**config.mk**
```make
export PLATFORM = sky130hd
export DESIGN_NAME = seq_gen_n
export DESIGN_NICKNAME = d
export VERILOG_FILES = /design/src/rtl/seq_gen_pkg.sv /design/src/rtl/seq_gen_next.sv /design/src/rtl/seq_gen_n.sv
export SDC_FILE = /design/constraint.sdc
export NUM_CORES = 1
export LEC_CHECK = 0
export CORE_UTILIZATION = 40
export DETAILED_ROUTE_END_ITERATION = 6
export PLACE_DENSITY = 0.68
export SKIP_CTS_REPAIR_TIMING = 1
export SLEW_MARGIN = 15
export SYNTH_ARGS = -nofsm -noshare
export SYNTH_HDL_FRONTEND = slang
export SYNTH_HIERARCHICAL = 1
export SYNTH_SLANG_ARGS = --single-unit
```
**constraint.sdc**
```tcl
create_clock -name clk -period 2.5 [get_ports clk]
set_input_delay 0.5 -clock clk [delete_from_list [all_inputs] [get_ports clk]]
set_output_delay 0.5 -clock clk [all_outputs]
set_load 0.02 [all_outputs]
```
**src/rtl/seq_gen_pkg.sv**
```systemverilog
// ---------------------------------------------------------------------------
// seq_gen_pkg
// Shared definitions for the multi-mode sequence generator.
//   MODE_*      : 2-bit mode encodings (binary, Gray, Johnson, one-hot ring)
//   code_t      : widest supported code (16 bits); callers size-cast down
//   width_mask  : all-ones mask of a given width
//   bin2gray    : binary -> Gray conversion
//   gray2bin    : Gray -> binary conversion
//   start_code  : first code of a mode's sequence at width w
//   last_code   : final code of a mode's sequence at width w
// ---------------------------------------------------------------------------
package seq_gen_pkg;

  localparam int MAX_W = 16;

  typedef logic [MAX_W-1:0] code_t;

  localparam logic [1:0] MODE_BIN  = 2'b00;
  localparam logic [1:0] MODE_GRAY = 2'b01;
  localparam logic [1:0] MODE_JOHN = 2'b10;
  localparam logic [1:0] MODE_RING = 2'b11;

  // Shifting a 16-bit one by 16 wraps to zero, so w=16 still yields all-ones.
  function automatic code_t width_mask(input int w);
    return (code_t'(1) << w) - code_t'(1);
  endfunction

  function automatic code_t bin2gray(input code_t b);
    return b ^ (b >> 1);
  endfunction

  // Upper bits of a narrower code are zero, so converting at full width is safe.
  function automatic code_t gray2bin(input code_t g);
    code_t b;
    b[MAX_W-1] = g[MAX_W-1];
    for (int i = MAX_W - 2; i >= 0; i--) begin
      b[i] = b[i+1] ^ g[i];
    end
    return b;
  endfunction

  function automatic code_t start_code(input logic [1:0] m, input int w);
    code_t c;
    c = (m == MODE_RING) ? code_t'(1) : '0;
    return c & width_mask(w);
  endfunction

  // Gray's last code is gray(2^w-1), which is the MSB alone.
  function automatic code_t last_code(input logic [1:0] m, input int w);
    if (m == MODE_BIN) begin
      return width_mask(w);
    end
    return code_t'(1) << (w - 1);
  endfunction

endpackage

```
**src/rtl/seq_gen_next.sv**
```systemverilog
// ---------------------------------------------------------------------------
// seq_gen_next
// Combinational next-code logic for the sequence generator.
//   seq      (in)  : current code
//   mode     (in)  : code family, see MODE_* in seq_gen_pkg
//   dir      (in)  : 1 = forward, 0 = reverse
//   next     (out) : code after one step (start code if seq is illegal)
//   wrap_hit (out) : this step crosses between last and start code
//   illegal  (out) : seq is not a member of the selected code family
// ---------------------------------------------------------------------------
module seq_gen_next
  import seq_gen_pkg::*;
#(
  parameter int WIDTH = 4
) (
  input  logic [WIDTH-1:0] seq,
  input  logic [1:0]       mode,
  input  logic             dir,
  output logic [WIDTH-1:0] next,
  output logic             wrap_hit,
  output logic             illegal
);

  logic [WIDTH-1:0] startCode;
  logic [WIDTH-1:0] lastCode;
  logic [WIDTH-1:0] grayBin;
  logic [WIDTH-1:0] grayBinNext;
  logic [WIDTH-1:0] invSeq;
  logic             johnLegal;
  logic             ringLegal;

  assign startCode   = WIDTH'(start_code(mode, WIDTH));
  assign lastCode    = WIDTH'(last_code(mode, WIDTH));
  assign grayBin     = WIDTH'(gray2bin(code_t'(seq)));
  assign grayBinNext = dir ? grayBin + WIDTH'(1) : grayBin - WIDTH'(1);
  assign invSeq      = ~seq;

  // A Johnson code is a run of ones anchored at the LSB (0..01..1) or at the
  // MSB (1..10..0); x & (x+1) is zero exactly for the LSB-anchored form.
  assign johnLegal = ((seq & (seq + WIDTH'(1))) == '0) ||
                     ((invSeq & (invSeq + WIDTH'(1))) == '0);

  assign ringLegal = (seq != '0) && ((seq & (seq - WIDTH'(1))) == '0);

  // Compute the step for the selected family, then override with the start
  // code on an illegal input. Wrap is only possible from a legal code.
  always_comb begin
    next     = seq;
    wrap_hit = 1'b0;
    illegal  = 1'b0;
    case (mode)
      MODE_BIN: begin
        next = dir ? seq + WIDTH'(1) : seq - WIDTH'(1);
      end
      MODE_GRAY: begin
        next = WIDTH'(bin2gray(code_t'(grayBinNext)));
      end
      MODE_JOHN: begin
        illegal = !johnLegal;
        next    = dir ? {seq[WIDTH-2:0], ~seq[WIDTH-1]}
                      : {~seq[0], seq[WIDTH-1:1]};
      end
      default: begin
        illegal = !ringLegal;
        next    = dir ? {seq[WIDTH-2:0], seq[WIDTH-1]}
                      : {seq[0], seq[WIDTH-1:1]};
      end
    endcase
    if (illegal) begin
      next = startCode;
    end else begin
      wrap_hit = dir ? (seq == lastCode) : (seq == startCode);
    end
  end

endmodule

```
**src/rtl/seq_gen_n.sv**
```systemverilog
// ---------------------------------------------------------------------------
// seq_gen_n
// WIDTH-generic multi-mode sequence generator (binary, Gray, Johnson, ring)
// with up/down direction, seed load, one-shot halt and a wrap strobe.
//   clk     (in)  : clock, all state updates on rising edge
//   rst     (in)  : synchronous active-high reset
//   en      (in)  : advance one step this cycle
//   dir     (in)  : 1 = up, 0 = down
//   mode    (in)  : 00 binary, 01 Gray, 10 Johnson, 11 ring
//   ld      (in)  : load seed into seq
//   seed    (in)  : value loaded when ld=1
//   oneshot (in)  : halt after the first wrap
//   seq     (out) : current code, registered
//   wrap    (out) : registered one-cycle strobe after a wrap step
//   done    (out) : one-shot halted flag
// ---------------------------------------------------------------------------
module seq_gen_n
  import seq_gen_pkg::*;
#(
  parameter int WIDTH = 4
) (
  input  logic             clk,
  input  logic             rst,
  input  logic             en,
  input  logic             dir,
  input  logic [1:0]       mode,
  input  logic             ld,
  input  logic [WIDTH-1:0] seed,
  input  logic             oneshot,
  output logic [WIDTH-1:0] seq,
  output logic             wrap,
  output logic             done
);

  logic [1:0]       mode_q;
  logic [WIDTH-1:0] nextCode;
  logic [WIDTH-1:0] startCode;
  logic             wrapHit;
  logic             illegal;
  logic             modeChange;

  assign modeChange = (mode != mode_q);
  assign startCode  = WIDTH'(start_code(mode, WIDTH));

  seq_gen_next #(
    .WIDTH(WIDTH)
  ) u_next (
    .seq     (seq),
    .mode    (mode),
    .dir     (dir),
    .next    (nextCode),
    .wrap_hit(wrapHit),
    .illegal (illegal)
  );

  // Prioritised update: reset, load, mode change, step, hold. mode_q tracks
  // the mode input every cycle so a change is seen for exactly one edge.
  // In the hold branch, done survives only while oneshot stays asserted.
  always_ff @(posedge clk) begin
    if (rst) begin
      seq    <= '0;
      wrap   <= 1'b0;
      done   <= 1'b0;
      mode_q <= MODE_BIN;
    end else begin
      mode_q <= mode;
      if (ld) begin
        seq  <= seed;
        wrap <= 1'b0;
        done <= 1'b0;
      end else if (modeChange) begin
        seq  <= startCode;
        wrap <= 1'b0;
        done <= 1'b0;
      end else if (en && !done) begin
        seq  <= nextCode;
        wrap <= wrapHit && !illegal;
        done <= oneshot && wrapHit && !illegal;
      end else begin
        wrap <= 1'b0;
        done <= done && oneshot;
      end
    end
  end

endmodule
```
Word-level counts from Yosys, hierarchy flattened. Cells that the tools add are included.

Output and inout bits: 6. Input port bits: 12. Register bits: 8.

Equality and inequality tests: 6. Multiplexer cells: 17. Reductions and logical operators: 20. Add/subtract/negate cells: 5. Bitwise gates (word level): 11.

Operators with widths (number): 2-to-1 mux 4 bit (10); adder 4 x 1 -> 4 bit, second input constant (3); bitwise AND 4 bit (3); logical NOT 4 bit (3); case mux 4 bit (3 select lines) (1); equality test 4 bit (2); subtractor 4 x 1 -> 4 bit, second input constant (2); logical AND 1 bit (6); 2-to-1 mux 1 bit (5); equality test 2 bit, second input constant (2); logical NOT 1 bit (4); NOT 4 bit (1); nonzero test 4 bit (1); OR reduction 4 bit (1); bitwise XOR 4 x 3 -> 4 bit (1); NOT 1 bit (3); nonzero test 3 bit (1); OR reduction 3 bit (1); bitwise XOR 1 bit (3); equality test 2 x 1 -> 1 bit, second input constant (1); logical NOT 2 bit (1); != test 2 bit (1); case mux 1 bit (2 select lines) (1); OR reduction 2 bit (1); logical OR 1 bit (1).

Logic depth before layout (Yosys ltp). Gate-level depths: netlist of the first run.

Depth in word-level cells: 11. Gate-level depth with buffers: 14.

Hierarchy. Netlist of the first run, hierarchy kept.

Modules (own cells, without submodules): seq_gen_next (cells an instance 87, times used 1, area each 638.1 sq um); seq_gen_n (cells an instance 48, times used 1, area each 396.6 sq um).

Worst setup path after synthesis of the first run. OpenSTA, ideal clock, no wires.

Path kind: flip-flop to flip-flop. Start point: register seq[0]. End point: register seq[0]. Period minus slack after synthesis: 2.634 ns. Arrival time: 2.509 ns. Cell stages (with the launch flop): 12. Required time: 2.375 ns. Setup slack: -0.134 ns. Library setup time: 0.125 ns. Path through: dfxtp_1 > clkbuf_1 > inv_1 > ha_1 > a2111oi_0 > o2111ai_1 > o211ai_1 > o21ai_0 > nand2b_1 > o2bb2ai_1 > a211oi_1 > o21ai_0.

Word-level cells in the longest chain between the ends: 11. Elaborated cells on any way between the ends: 27. Those cells by class: add/sub (5); mux (8); bitwise (6); reduce/logical (8).

Ends and longest elaborated chain: from (decl) (line seq_gen_n.sv:30) `output logic [WIDTH-1:0] seq,`; from (signal assigned) (line seq_gen_n.sv:72) `seq <= startCode;`; from (signal assigned) (line seq_gen_n.sv:76) `seq <= nextCode;`; NOT 4 bit (line seq_gen_next.sv:36) `assign invSeq = ~seq;`; adder 4 x 1 -> 4 bit (line seq_gen_next.sv:41) `((invSeq & (invSeq + WIDTH'(1))) == '0);`; bitwise AND 4 bit (line seq_gen_next.sv:41); logical NOT 4 bit (line seq_gen_next.sv:41); logical OR 1 bit (line seq_gen_next.sv:40) `assign johnLegal = ((seq & (seq + WIDTH'(1))) == '0) ||`; logical NOT 1 bit (line seq_gen_next.sv:59) `illegal = !johnLegal;`; case mux 1 bit (2 select lines) (line seq_gen_next.sv:51) `case (mode)`; 2-to-1 mux 4 bit (*) (line seq_gen_next.sv:69) `if (illegal) begin`; net nextCode[0] (line seq_gen_n.sv:36) `logic [WIDTH-1:0] nextCode;`; 2-to-1 mux 4 bit (*) (line seq_gen_n.sv:75) `end else if (en && !done) begin`; 2-to-1 mux 4 bit (*) (line seq_gen_n.sv:71) `end else if (modeChange) begin`; 2-to-1 mux 4 bit (*) (line seq_gen_n.sv:67) `if (ld) begin`.

The timed path passes the listed nets; every way through them passes the cells marked *. The select of a mux whose other input is x is not followed. A chain may end at the register's enable or synchronous reset.

Worst setup path after layout of the first run.
Start point: input dir. End point: register seq[3].

Word-level cells in the longest chain between the ends: 7. Elaborated cells on any way between the ends: 10. Those cells by class: mux (9); bitwise (1).

Ends and longest elaborated chain: from (decl) (line seq_gen_n.sv:25) `input logic dir,`; 2-to-1 mux 4 bit (line seq_gen_next.sv:35) `assign grayBinNext = dir ? grayBin + WIDTH'(1) : grayBin - WIDTH'(1);`; bitwise XOR 4 x 3 -> 4 bit (line seq_gen_pkg.sv:29) `return b ^ (b >> 1);`; case mux 4 bit (3 select lines) (*) (line seq_gen_next.sv:51); 2-to-1 mux 4 bit (*) (line seq_gen_next.sv:69); net nextCode[3] (line seq_gen_n.sv:36); 2-to-1 mux 4 bit (*) (line seq_gen_n.sv:75); 2-to-1 mux 4 bit (*) (line seq_gen_n.sv:71); 2-to-1 mux 4 bit (*) (line seq_gen_n.sv:67).

Marked as above.

==> flow_metrics.env, run 1 <==
export IMPL_status="completed"
export IMPL_dp_cells=196
export IMPL_required_ns=2.68
export IMPL_clk_insertion_delay_late_ns=0.26
export IMPL_rr_worst_depth=13
export IMPL_r2r_end="seq[0]"
export IMPL_cp_cell_sequence="clkdlybuf4s50_1, inv_1, ha_1, a21oi_2, o21ai_2, xor2_2, o211ai_1, nor3b_2, nor2_1, a2bb2oi_2, nor3_2"
export IMPL_num_vias=1115
export IMPL_io_buffer_count=17
export IMPL_drive_gt1_share_pct=26.47
export IMPL_cts_root_buffer="clkbuf_4"
export IMPL_grt_usage_pct=20.38
export IMPL_ys_ff_latch=8
export IMPL_multiInputGateArea_um2=869.6
export IMPL_cts_tree="done"
export IMPL_areaGrowthSynthToFinish_pct=42.81
export IMPL_seqCellArea_um2=163.9
export IMPL_post_route_min_period_ns=2.348
export IMPL_min_path_type="flop to flop"
export IMPL_timing_final_crit_share_pct=93.93
export IMPL_core_area_mm2=0.002455
export IMPL_syn_cell_area_mm2=0.001035
export IMPL_critPathMaxStageDelay_ns=0.47
export IMPL_wl_per_cell_um=13.38
export IMPL_rsz0062_at_grt="no"
export IMPL_fmax_mhz=425.8
export IMPL_cts_sinks=8
export IMPL_pre_cts_slack_ns=-0.2176
export IMPL_die_h_um=52.86
export IMPL_criticalPathCategory="input port to flop"
export IMPL_synth_seq_area_share_pct=15.48
export IMPL_ioPinCount=18
export IMPL_power_density_mw_per_mm2=401.8
export IMPL_final_cells=200
export IMPL_arrival_ns=2.52
export IMPL_skew_ns=0.0006039
export IMPL_vias_per_cell=5.575
export IMPL_drcViolationCount=0
export IMPL_place_gp_congestion=0.8130
export IMPL_fin_setup_tns_ns=0
export IMPL_worst_pin_slew_ns=0.3488
export IMPL_relSlewSlack_pct=76.50
export IMPL_grt_max_degree=17
export IMPL_end_kind="flop"
export IMPL_nNetsFinal=198
export IMPL_syn_inst=135
export IMPL_h_tree_depth=1
export IMPL_antenna_left=0
export IMPL_routed_wl_um=2676
export IMPL_rr_startpoint="seq[1]"
export IMPL_fill_cells=224
export IMPL_antenna_found_initial=0
export IMPL_rrSetupSlack_ns=0.15
export IMPL_maxCapViolations=0
export IMPL_hpwlAfterDp_um=2104
export IMPL_vdd_drop_max_mv=0.3448
export IMPL_cellLeakagePower_nw=0.6264
export IMPL_final_max_slew_violation_count=0
export IMPL_firstDrtPassIters=4
export IMPL_start_util_pct=42.15
export IMPL_fin_ws_ns=0.1517
export IMPL_dieArea_mm2=0.002794
export IMPL_grt_first_pass_wirelength_um=4181
export IMPL_hold_violations=0
export IMPL_yosysUniqueCellTypes=37
export IMPL_clk_pin_slew_ns=0.05
export IMPL_synth_area_per_cell_um2=7.665
export IMPL_final_setup_viol_count=0
export IMPL_gr_total_overflow=0
export IMPL_cp_max_fo=4
export IMPL_synthFlopType="dfxtp_1"
export IMPL_slowest_stage="clkdlybuf4s50_1"
export IMPL_synth_fp_nets=161
export IMPL_async_flop_share_pct=0
export IMPL_die_w_um=52.86
export IMPL_placementRows=18
export IMPL_crit_path_end="seq[3]"
export IMPL_start_kind="input port"
export IMPL_diodes=0
export IMPL_cts_buffer_depth=2
export IMPL_cts_made_buffers=3
export IMPL_drtIter0Drc=19
export IMPL_grt_pass1_vias=995
export IMPL_synth_edf_count=0
export IMPL_startpoint="dir"
export IMPL_yosys_warnings=6
==> metal layers <==
layer / wire length, um / share of wire [%] / GRT usage [%] / vias to the layer above
met2: 1325 / 50 / 35.02 / 19
met4: 72 / 2.7 / 10.09 / 0
li1: - / - / - / 561
met5: 0 / 0 / 0 / -
met1: 1221 / 46 / 25.65 / 529
met3: 56 / 2.1 / 0.8621 / 6
==> power breakdown <==
part / internal, W / switching [W]
clock: 0.0000550 / 0.0000455
combinational: 0.000188 / 0.000162
sequential: 0.000135 / 0.00000762
total: 0.000379 / 0.000215
==> worst max-delay path, delay by kind of cell <==
| family | cells | cell delay (ns) |
|---|---|---|
| compound gates | 4 | 0.55 |
| xor+xnor | 1 | 0.16 |
| fa+ha+maj | 1 | 0.36 |
| buf+inv | 2 | 0.55 |
| simple gates | 3 | 0.40 |
==> how the worst min path moves through the flow <==
stage / from / to / slack (ns) / depth (start not counted)
2_1_floorplan: done / done / 0.63 / 2
3_3_place_gp: done / done / 0.57 / 2
3_5_place_dp: done / done / 0.57 / 2
4_1_cts: done / done / 0.58 / 2
5_1_grt: done / done / 0.61 / 2
6_report: done / done / 0.57 / 2
==> cells in the final DEF (no fill, tap or decap), types with 2 or more instances in the layout <==
| cell | n |
|---|---|
| ha_4 | 2 |
| a21oi_1 | 5 |
| nand2_1 | 11 |
| inv_2 | 2 |
| buf_4 | 23 |
| nor3_2 | 2 |
| o21ai_2 | 2 |
| nor2b_1 | 4 |
| nor3_1 | 8 |
| dfxtp_1 | 5 |
| xnor2_1 | 2 |
| o21ai_0 | 6 |
| a2bb2oi_1 | 2 |
| clkdlybuf4s50_1 | 17 |
| or3_1 | 2 |
| a211oi_1 | 2 |
| nand3_1 | 2 |
| xor2_1 | 5 |
| inv_1 | 9 |
| o31ai_1 | 2 |
| a211oi_2 | 2 |
| dfxtp_2 | 3 |
| ha_1 | 12 |
| clkbuf_4 | 3 |
| o211ai_1 | 3 |
| nand2b_1 | 6 |
| nor2_1 | 9 |
==> through the flow <==
stage | cell area [um2] | power, W | hold WS (ns) | utilization [%]
after CTS | 1386 | 0.0005598 | 0.5796 | 56.47
after global placement | 1364 | 0.0004495 | 0.5716 | 55.56
final | 1478 | 0.0005938 | 0.5688 | 60.19
after global routing | 1478 | 0.0006349 | 0.6123 | 60.19
after floorplan | 1039 | 0.0003490 | 0.6264 | -
after detailed placement | 1364 | 0.0004553 | 0.5726 | 55.56
==> registers in the layout (all words and copies together) (netlist names) <==
register / cells
wrap: 1
mode_q: 2
seq: 4
done: 1
==> logic make-up (layout without fill, tap and decap cells) <==
group | Yosys count | count (layout) | share of synthesized area, %
and+or+nand+nor | 49 | 49 | 23.94
AOI/OAI and AO/OA | 34 | 34 | 22.25
buffers and inverters | 19 | 54 | 8.464
xor gates and xnor gates | 10 | 10 | 11.97
adders and majority gates | 14 | 14 | 16.93
DFF | 8 | 8 | 15.48
muxes | 1 | 1 | 0.9674
==> final cells by class <==
| type | instances | area share, % |
|---|---|---|
| Tap cell | 30 | 2.540 |
| Timing Repair Buffer | 40 | 23.20 |
| Inverter | 11 | 2.794 |
| Multi-Input combinational cell | 108 | 58.85 |
| Clock buffer | 3 | 1.524 |
| Sequential cell | 8 | 11.09 |
==> synthesized netlist by cell type (all sizes together) (2+ instances only) <==
cell | instances | area (um2)
nor2b | 4 | 25.02
o31ai | 2 | 15.01
nand2 | 11 | 41.29
o211ai | 3 | 22.52
xnor2 | 2 | 17.52
nand2b | 6 | 37.54
buf | 3 | 27.52
nor3b | 2 | 15.01
clkbuf | 5 | 18.77
ha | 14 | 175.2
or3 | 2 | 12.51
nor3 | 10 | 50.05
inv | 11 | 41.29
a211oi | 4 | 30.03
nand3 | 2 | 10.01
a21oi | 6 | 30.03
o21ai | 9 | 48.80
dfxtp | 8 | 160.2
nor2 | 9 | 33.78
a2bb2oi | 3 | 26.28
xor2 | 6 | 60.06
No activity file was read; power rests on OpenSTA's default activity.
==> inputs of run 2 (changes only) <==
Settings changed: SLEW_MARGIN 15 to default.
==> results of run 2 <==
No change in the layout: final DEF, timing and power equal those of run 1.
==> inputs of run 3 (changes only) <==
Settings changed: CTS_CLUSTER_SIZE from default to 10.
==> results of run 3 <==
No change in the layout: final DEF, timing and power equal those of run 1.
